### src/rtl/alu_share_arb_if.sv
// Request, ALU and response bundle for the shared-ALU arbiter.
// The slave modport is the arbiter's view. The master modport is the view of
// the requesters, the ALU and the response consumer.
interface alu_share_arb_if #(
    parameter int XLEN = 32,
    parameter int OPW  = 4
);
    logic            m0_valid;
    logic            m0_ready;
    logic [XLEN-1:0] m0_rs1;
    logic [XLEN-1:0] m0_rs2;
    logic [OPW-1:0]  m0_op;

    logic            m1_valid;
    logic            m1_ready;
    logic [XLEN-1:0] m1_rs1;
    logic [XLEN-1:0] m1_rs2;
    logic [OPW-1:0]  m1_op;

    logic [XLEN-1:0] alu_rs1;
    logic [XLEN-1:0] alu_rs2;
    logic [OPW-1:0]  alu_ctrl;
    logic [XLEN-1:0] alu_result;
    logic            alu_zero;

    logic            resp_valid;
    logic            resp_ready;
    logic            resp_id;
    logic [XLEN-1:0] resp_result;
    logic            resp_zero;
    logic            resp_err;

    modport slave (
        input  m0_valid, m0_rs1, m0_rs2, m0_op,
        input  m1_valid, m1_rs1, m1_rs2, m1_op,
        input  alu_result, alu_zero, resp_ready,
        output m0_ready, m1_ready,
        output alu_rs1, alu_rs2, alu_ctrl,
        output resp_valid, resp_id, resp_result, resp_zero, resp_err
    );

    modport master (
        output m0_valid, m0_rs1, m0_rs2, m0_op,
        output m1_valid, m1_rs1, m1_rs2, m1_op,
        output alu_result, alu_zero, resp_ready,
        input  m0_ready, m1_ready,
        input  alu_rs1, alu_rs2, alu_ctrl,
        input  resp_valid, resp_id, resp_result, resp_zero, resp_err
    );
endinterface

### src/rtl/alu_share_arb.sv
// Two-requester arbiter in front of a shared single-cycle ALU.
// The ALU operands and control are driven combinationally from the granted
// request. The result is held in a one-entry tagged response register.
// Define ALU_ARB_RR_EN for round-robin grant. When it is not defined, the
// grant uses fixed priority and requester 0 wins.
//
// state | meaning
// IDLE  | response register empty
// HOLD  | response register full, resp_valid=1
module alu_share_arb #(
    parameter int XLEN = 32,
    parameter int OPW  = 4
) (
    input  logic               clk,
    input  logic               rst_n,
    alu_share_arb_if.slave     bus
);
    typedef enum logic {IDLE, HOLD} state_t;

    state_t          state_q, state_d;
    logic            last_id_q, last_id_d;
    logic            resp_valid_q, resp_valid_d;
    logic            resp_id_q, resp_id_d;
    logic [XLEN-1:0] resp_result_q, resp_result_d;
    logic            resp_zero_q, resp_zero_d;
    logic            resp_err_q, resp_err_d;

    logic            gnt_valid;
    logic            gnt_id;
    logic            can_accept;
    logic            accept;
    logic [OPW-1:0]  sel_op;

    // Grant selection. At most one requester is granted per cycle.
    always_comb begin
        gnt_valid = bus.m0_valid | bus.m1_valid;
`ifdef ALU_ARB_RR_EN
        if (bus.m0_valid && bus.m1_valid)
            gnt_id = ~last_id_q;
        else
            gnt_id = bus.m1_valid;
`else
        gnt_id = ~bus.m0_valid & bus.m1_valid;
`endif
    end

    assign can_accept = (state_q == IDLE) | bus.resp_ready;
    assign accept     = can_accept & gnt_valid;

    assign bus.m0_ready = can_accept & gnt_valid & ~gnt_id;
    assign bus.m1_ready = can_accept & gnt_valid &  gnt_id;

    // Steer the granted operands to the ALU. When nothing is granted, drive
    // zeros, which is op 0000, an ADD of zeros.
    always_comb begin
        bus.alu_rs1  = '0;
        bus.alu_rs2  = '0;
        bus.alu_ctrl = '0;
        if (gnt_valid) begin
            bus.alu_rs1  = gnt_id ? bus.m1_rs1 : bus.m0_rs1;
            bus.alu_rs2  = gnt_id ? bus.m1_rs2 : bus.m0_rs2;
            bus.alu_ctrl = gnt_id ? bus.m1_op  : bus.m0_op;
        end
    end

    assign sel_op = bus.alu_ctrl;

    // Next-state and response capture. The ALU output is taken as-is, even
    // for an illegal op, and is only flagged through resp_err.
    always_comb begin
        state_d       = state_q;
        last_id_d     = last_id_q;
        resp_id_d     = resp_id_q;
        resp_result_d = resp_result_q;
        resp_zero_d   = resp_zero_q;
        resp_err_d    = resp_err_q;
        if (accept) begin
            state_d       = HOLD;
            last_id_d     = gnt_id;
            resp_id_d     = gnt_id;
            resp_result_d = bus.alu_result;
            resp_zero_d   = bus.alu_zero;
            resp_err_d    = (sel_op > OPW'(9));
        end else if (state_q == HOLD && bus.resp_ready) begin
            state_d = IDLE;
        end
        resp_valid_d = (state_d == HOLD);
    end

    // FSM and response register. Reset discards any held response at once.
    always_ff @(posedge clk or negedge rst_n) begin
        if (!rst_n) begin
            state_q       <= IDLE;
            last_id_q     <= 1'b1;
            resp_valid_q  <= 1'b0;
            resp_id_q     <= 1'b0;
            resp_result_q <= '0;
            resp_zero_q   <= 1'b0;
            resp_err_q    <= 1'b0;
        end else begin
            state_q       <= state_d;
            last_id_q     <= last_id_d;
            resp_valid_q  <= resp_valid_d;
            resp_id_q     <= resp_id_d;
            resp_result_q <= resp_result_d;
            resp_zero_q   <= resp_zero_d;
            resp_err_q    <= resp_err_d;
        end
    end

    assign bus.resp_valid  = resp_valid_q;
    assign bus.resp_id     = resp_id_q;
    assign bus.resp_result = resp_result_q;
    assign bus.resp_zero   = resp_zero_q;
    assign bus.resp_err    = resp_err_q;
endmodule
### src/flat_wrapper.sv
// flat-port wrapper written by rule: the top's interface ports become plain ports
module alu_share_arb_flat 
#(
    parameter int XLEN = 32,
    parameter int OPW  = 4
)
  (clk, rst_n, bus_m0_valid, bus_m0_rs1, bus_m0_rs2, bus_m0_op, bus_m1_valid, bus_m1_rs1, bus_m1_rs2, bus_m1_op, bus_alu_result, bus_alu_zero, bus_resp_ready, bus_m0_ready, bus_m1_ready, bus_alu_rs1, bus_alu_rs2, bus_alu_ctrl, bus_resp_valid, bus_resp_id, bus_resp_result, bus_resp_zero, bus_resp_err);
  alu_share_arb_if #(.XLEN(XLEN), .OPW(OPW)) bus_i ();
  input  logic clk;
  input  logic rst_n;
  input wire logic [$bits(bus_i.m0_valid)-1:0] bus_m0_valid;
  input wire logic [$bits(bus_i.m0_rs1)-1:0] bus_m0_rs1;
  input wire logic [$bits(bus_i.m0_rs2)-1:0] bus_m0_rs2;
  input wire logic [$bits(bus_i.m0_op)-1:0] bus_m0_op;
  input wire logic [$bits(bus_i.m1_valid)-1:0] bus_m1_valid;
  input wire logic [$bits(bus_i.m1_rs1)-1:0] bus_m1_rs1;
  input wire logic [$bits(bus_i.m1_rs2)-1:0] bus_m1_rs2;
  input wire logic [$bits(bus_i.m1_op)-1:0] bus_m1_op;
  input wire logic [$bits(bus_i.alu_result)-1:0] bus_alu_result;
  input wire logic [$bits(bus_i.alu_zero)-1:0] bus_alu_zero;
  input wire logic [$bits(bus_i.resp_ready)-1:0] bus_resp_ready;
  output wire logic [$bits(bus_i.m0_ready)-1:0] bus_m0_ready;
  output wire logic [$bits(bus_i.m1_ready)-1:0] bus_m1_ready;
  output wire logic [$bits(bus_i.alu_rs1)-1:0] bus_alu_rs1;
  output wire logic [$bits(bus_i.alu_rs2)-1:0] bus_alu_rs2;
  output wire logic [$bits(bus_i.alu_ctrl)-1:0] bus_alu_ctrl;
  output wire logic [$bits(bus_i.resp_valid)-1:0] bus_resp_valid;
  output wire logic [$bits(bus_i.resp_id)-1:0] bus_resp_id;
  output wire logic [$bits(bus_i.resp_result)-1:0] bus_resp_result;
  output wire logic [$bits(bus_i.resp_zero)-1:0] bus_resp_zero;
  output wire logic [$bits(bus_i.resp_err)-1:0] bus_resp_err;
  assign bus_i.m0_valid = bus_m0_valid;
  assign bus_i.m0_rs1 = bus_m0_rs1;
  assign bus_i.m0_rs2 = bus_m0_rs2;
  assign bus_i.m0_op = bus_m0_op;
  assign bus_i.m1_valid = bus_m1_valid;
  assign bus_i.m1_rs1 = bus_m1_rs1;
  assign bus_i.m1_rs2 = bus_m1_rs2;
  assign bus_i.m1_op = bus_m1_op;
  assign bus_i.alu_result = bus_alu_result;
  assign bus_i.alu_zero = bus_alu_zero;
  assign bus_i.resp_ready = bus_resp_ready;
  assign bus_m0_ready = bus_i.m0_ready;
  assign bus_m1_ready = bus_i.m1_ready;
  assign bus_alu_rs1 = bus_i.alu_rs1;
  assign bus_alu_rs2 = bus_i.alu_rs2;
  assign bus_alu_ctrl = bus_i.alu_ctrl;
  assign bus_resp_valid = bus_i.resp_valid;
  assign bus_resp_id = bus_i.resp_id;
  assign bus_resp_result = bus_i.resp_result;
  assign bus_resp_zero = bus_i.resp_zero;
  assign bus_resp_err = bus_i.resp_err;
  alu_share_arb #(.XLEN(XLEN), .OPW(OPW)) u_core (.clk(clk), .rst_n(rst_n), .bus(bus_i));
endmodule
### config.mk
export PLATFORM = sky130hd
export DESIGN_NAME = alu_share_arb_flat
export DESIGN_NICKNAME = d
export VERILOG_FILES = /design/src/rtl/alu_share_arb_if.sv /design/src/rtl/alu_share_arb.sv /design/src/flat_wrapper.sv
export SDC_FILE = /design/constraint.sdc
export NUM_CORES = 1
export LEC_CHECK = 0
export BUFFER_PORTS_ARGS = -buffer_cell sky130_fd_sc_hd__buf_2
export CORE_AREA = 2 2 109 111
export CTS_BUF_LIST = sky130_fd_sc_hd__clkbuf_16
export DETAILED_ROUTE_END_ITERATION = 12
export DIE_AREA = 0 0 111 113
export PLACE_DENSITY = 0.63
export SLEW_MARGIN = 20
export SYNTH_ARGS = -nofsm -noshare
export SYNTH_HDL_FRONTEND = slang
export SYNTH_SLANG_ARGS = --single-unit
### constraint.sdc
create_clock -name clk -period 2.1 [get_ports clk]
set_input_delay 0.21 -clock clk [delete_from_list [all_inputs] [get_ports clk]]
set_output_delay 0.21 -clock clk [all_outputs]
set_load 0.01 [all_outputs]
==> summary.md <==
| Metric | Value |
|---|---|
| CTS tree | done |
| Tot Pwr | about 2.3 mW |
| Hold_buf cts | 0 |
| Min-delay worst type | in2async |
| Most used DFF post-synth | dfrtp_1 |
| Ports | 280 |
| Largest net degree at the start of global routing | 70 |
| Synthesized area | between 0.002 and 0.0025 mm^2 |
| Slowest stage cell on the critical path | buf_4 |
| Final max-slew violation count | 0 |
| Leakage | between 2 and 2.5 nW |
| Cell Chain, Critical Path | buf_2 > and2b_2 > buf_4 > a22o_1 > buf_2 |
| Initial antenna violation count | 0 |
| H-Tree Depth | 2 |
| Syn_area_per_cell | 12.1 um^2 |
| Fmax | around 540 MHz |
| ANT nets after route | 0 |
| CTS root buffer | clkbuf_16 |
| Critical path's largest stage delay | 490 ps |
| Drt first-iter violations | 164 |
| Worst Max-Slew Pin Slew | between 1000 and 1500 ps |
| Initial Utilization | about a fifth |
| Antenna cells | 0 |
| Via/cell ratio | about 4.4 |
| Syn Nets | ~350 |
| Status | complete, no violations |
| Drt pass-1 iters | 4 |
| Fill count | between 1000 and 1500 |
| Area growth syn-to-layout | 75.7% |
| Final Critical Period | roughly 1800 ps |
| Per-cell routed wire length | between 15 and 20 um |
| Post-synth EDFFs | 0 |
| Total Routed Length | around 9.7 mm |
| DRC Markers | 0 |
| Setup WS post-layout | between 200 and 300 ps |
| Die Height | 113 um |
| Synth cell types | 23 |
| Vias in the first global route | between 2000 and 2500 |
| Seq/Total Area, Yosys | a little over two fifths |
| Post-synth ARST share | between 90% and 100% |
| Worst slack, placed | ~290 ps |
| Flops & latches, synth | 36 |
| Final period util | 87.4% |
| Via count | 2574 |
| Core Rows | 39 |
| CP dominant cell by count | buf_2 |
| Synth area leaders | dfrtp_1 43%, a22o_1 27%, mux2_2 13% |
| Final core utilization | approximately a third |
| Die footprint | 0.0125 mm^2 |
| WP data required | 1890 ps |
| Critical Path Sink Type | primary output |
| Worst skew pair latency | 270 ps |
| Die Span X | between 100 and 150 um |
| CTS sink cnt | 36 |
| PostCTS Resize Cnt | 0 |
| Unrepaired setup endpoints after global routing | no |
| Number of port buffers | ~280 |
| Max cap viols | 0 |
| VDD IR max | between 0.0004 and 0.0005 V |
| Setup CP Type | in2out |
| Worst-path clk slew | about 60 ps |
| Yosys warning count | 0 |
| Clock Skew | roughly 5.7 ps |
| Synth top area share | between 40% and 50% |
| Clock Tree Buf Depth | 2 |
| Cells after Synth | about 170 |
| Final hold violations | 0 |
| RePlAce Congestion | around 0.95 |
| Final setup fails | 0 |
| CP arrival | 1630 ps |
| Slew margin rel. | around a third |
| Most frequent cells after synthesis | 65 x a22o_1, 36 x dfrtp_1, 24 x mux2_2 |
| Most common cell in the synthesized netlist | a22o_1 |
| First-pass GRT wire length | 13.9 mm |
| Share of layout cells above drive strength 1 | ~71% |
| Total congestion overflow | 0 |
| Postcts setup bufs | 0 |
| CP startpoint kind | input pin |
| Worst reg2reg setup slack | between 600 and 700 ps |
| Power Dens Cells | ~620 mW/mm^2 |
| CORE AREA | 0.0113 mm^2 |
| Max FO, Critical Path | between 50 and 60 |
| TNS Setup | 0 ps |
| Area leader, netlist | dfrtp_1 |
| Total Nets Final | ~620 |
| Final HPWL DP | about 8.3 mm |
| Gr usage total | between 10% and 20% |
| CTS Buf Count | 5 |
[area by class of cell]
type	count	area (um^2)	share of cell area [%]
inverters	1	3.75	0.101
repair buffers	282	1420	38.2
clock inverters	3	15.0	0.404
clock buffers	5	125	3.37
multi-input cells	118	1070	28.8
well taps	143	179	4.82
flip-flops and latches	36	901	24.3
[power breakdown]
group          internal [mW]  total (mW)  switching, mW
clock network          0.431       0.703          0.273
logic                  0.398       0.764          0.367
registers              0.789       0.835         0.0465
total                   1.62        2.30          0.686
[sequential cells by signal (all words and copies together) (netlist names)]
name,flops
u_core.bus.resp_result,32
u_core.bus.resp_err,1
u_core.bus.resp_id,1
u_core.bus.resp_zero,1
u_core.state_q,1
[worst paths after layout]
check                                                from  cells after the start                                     end
max                                          bus_m0_valid                      5                          bus_alu_rs1[8]
min                                                 rst_n                      1  u_core.bus.resp_result[21]$_DFFE_PN0N_
max reg2reg                    u_core.state_q$_DFFE_PN0P_                      3  u_core.bus.resp_result[10]$_DFFE_PN0N_
min reg2reg                u_core.bus.resp_id$_DFFE_PN0N_                      2          u_core.bus.resp_id$_DFFE_PN0N_
max in group asynchronous                           rst_n                      1              u_core.state_q$_DFFE_PN0P_
min in group clk                        bus_alu_result[0]                      2   u_core.bus.resp_result[0]$_DFFE_PN0N_
[routing by layer]
metal  track usage (%)  up-vias  routed length, um
met3              3.91       17                854
met5                 0        -                  0
met1              18.6     1180               4020
li1                  -     1223                  -
met4              5.67        0                294
met2              22.3      154               4550
[cells by family (layout without fill, tap and decap cells)]
kind of cell	after synthesis	after routing	share of synthesized area, %
flops	36	36	42.6
simple gates	15	15	4.09
compound gates	70	70	28.9
mux	33	33	17.6
buf+inv	20	291	6.81
[critical path: cells and delay by family]
family | cells | cell delay (ps)
buffers and inverters | 3 | 770
and+or+nand+nor | 1 | 380
AOI/OAI and AO/OA | 1 | 230
[layout by cell type, fill, tap and decap left out, drive strengths merged, types with 2 or more instances in the layout]
cell type	n
a22o	65
buf	282
clkbuf	5
dfrtp	36
inv	2
mux2	33
nand2	4
nand3b	2
nor2	2
o21ai	2
[through the flow]
stage | hold slack [ps] | area [um^2] | instances
6_report | 25.3 | 3710 | 588
5_1_grt | 84.0 | 3710 | 588
3_3_place_gp | 336 | 3570 | 580
3_5_place_dp | 341 | 3570 | 580
4_1_cts | 47.2 | 3710 | 588
2_1_floorplan | -85.6 | 2110 | 174
No activity file was read; power rests on OpenSTA's default activity.
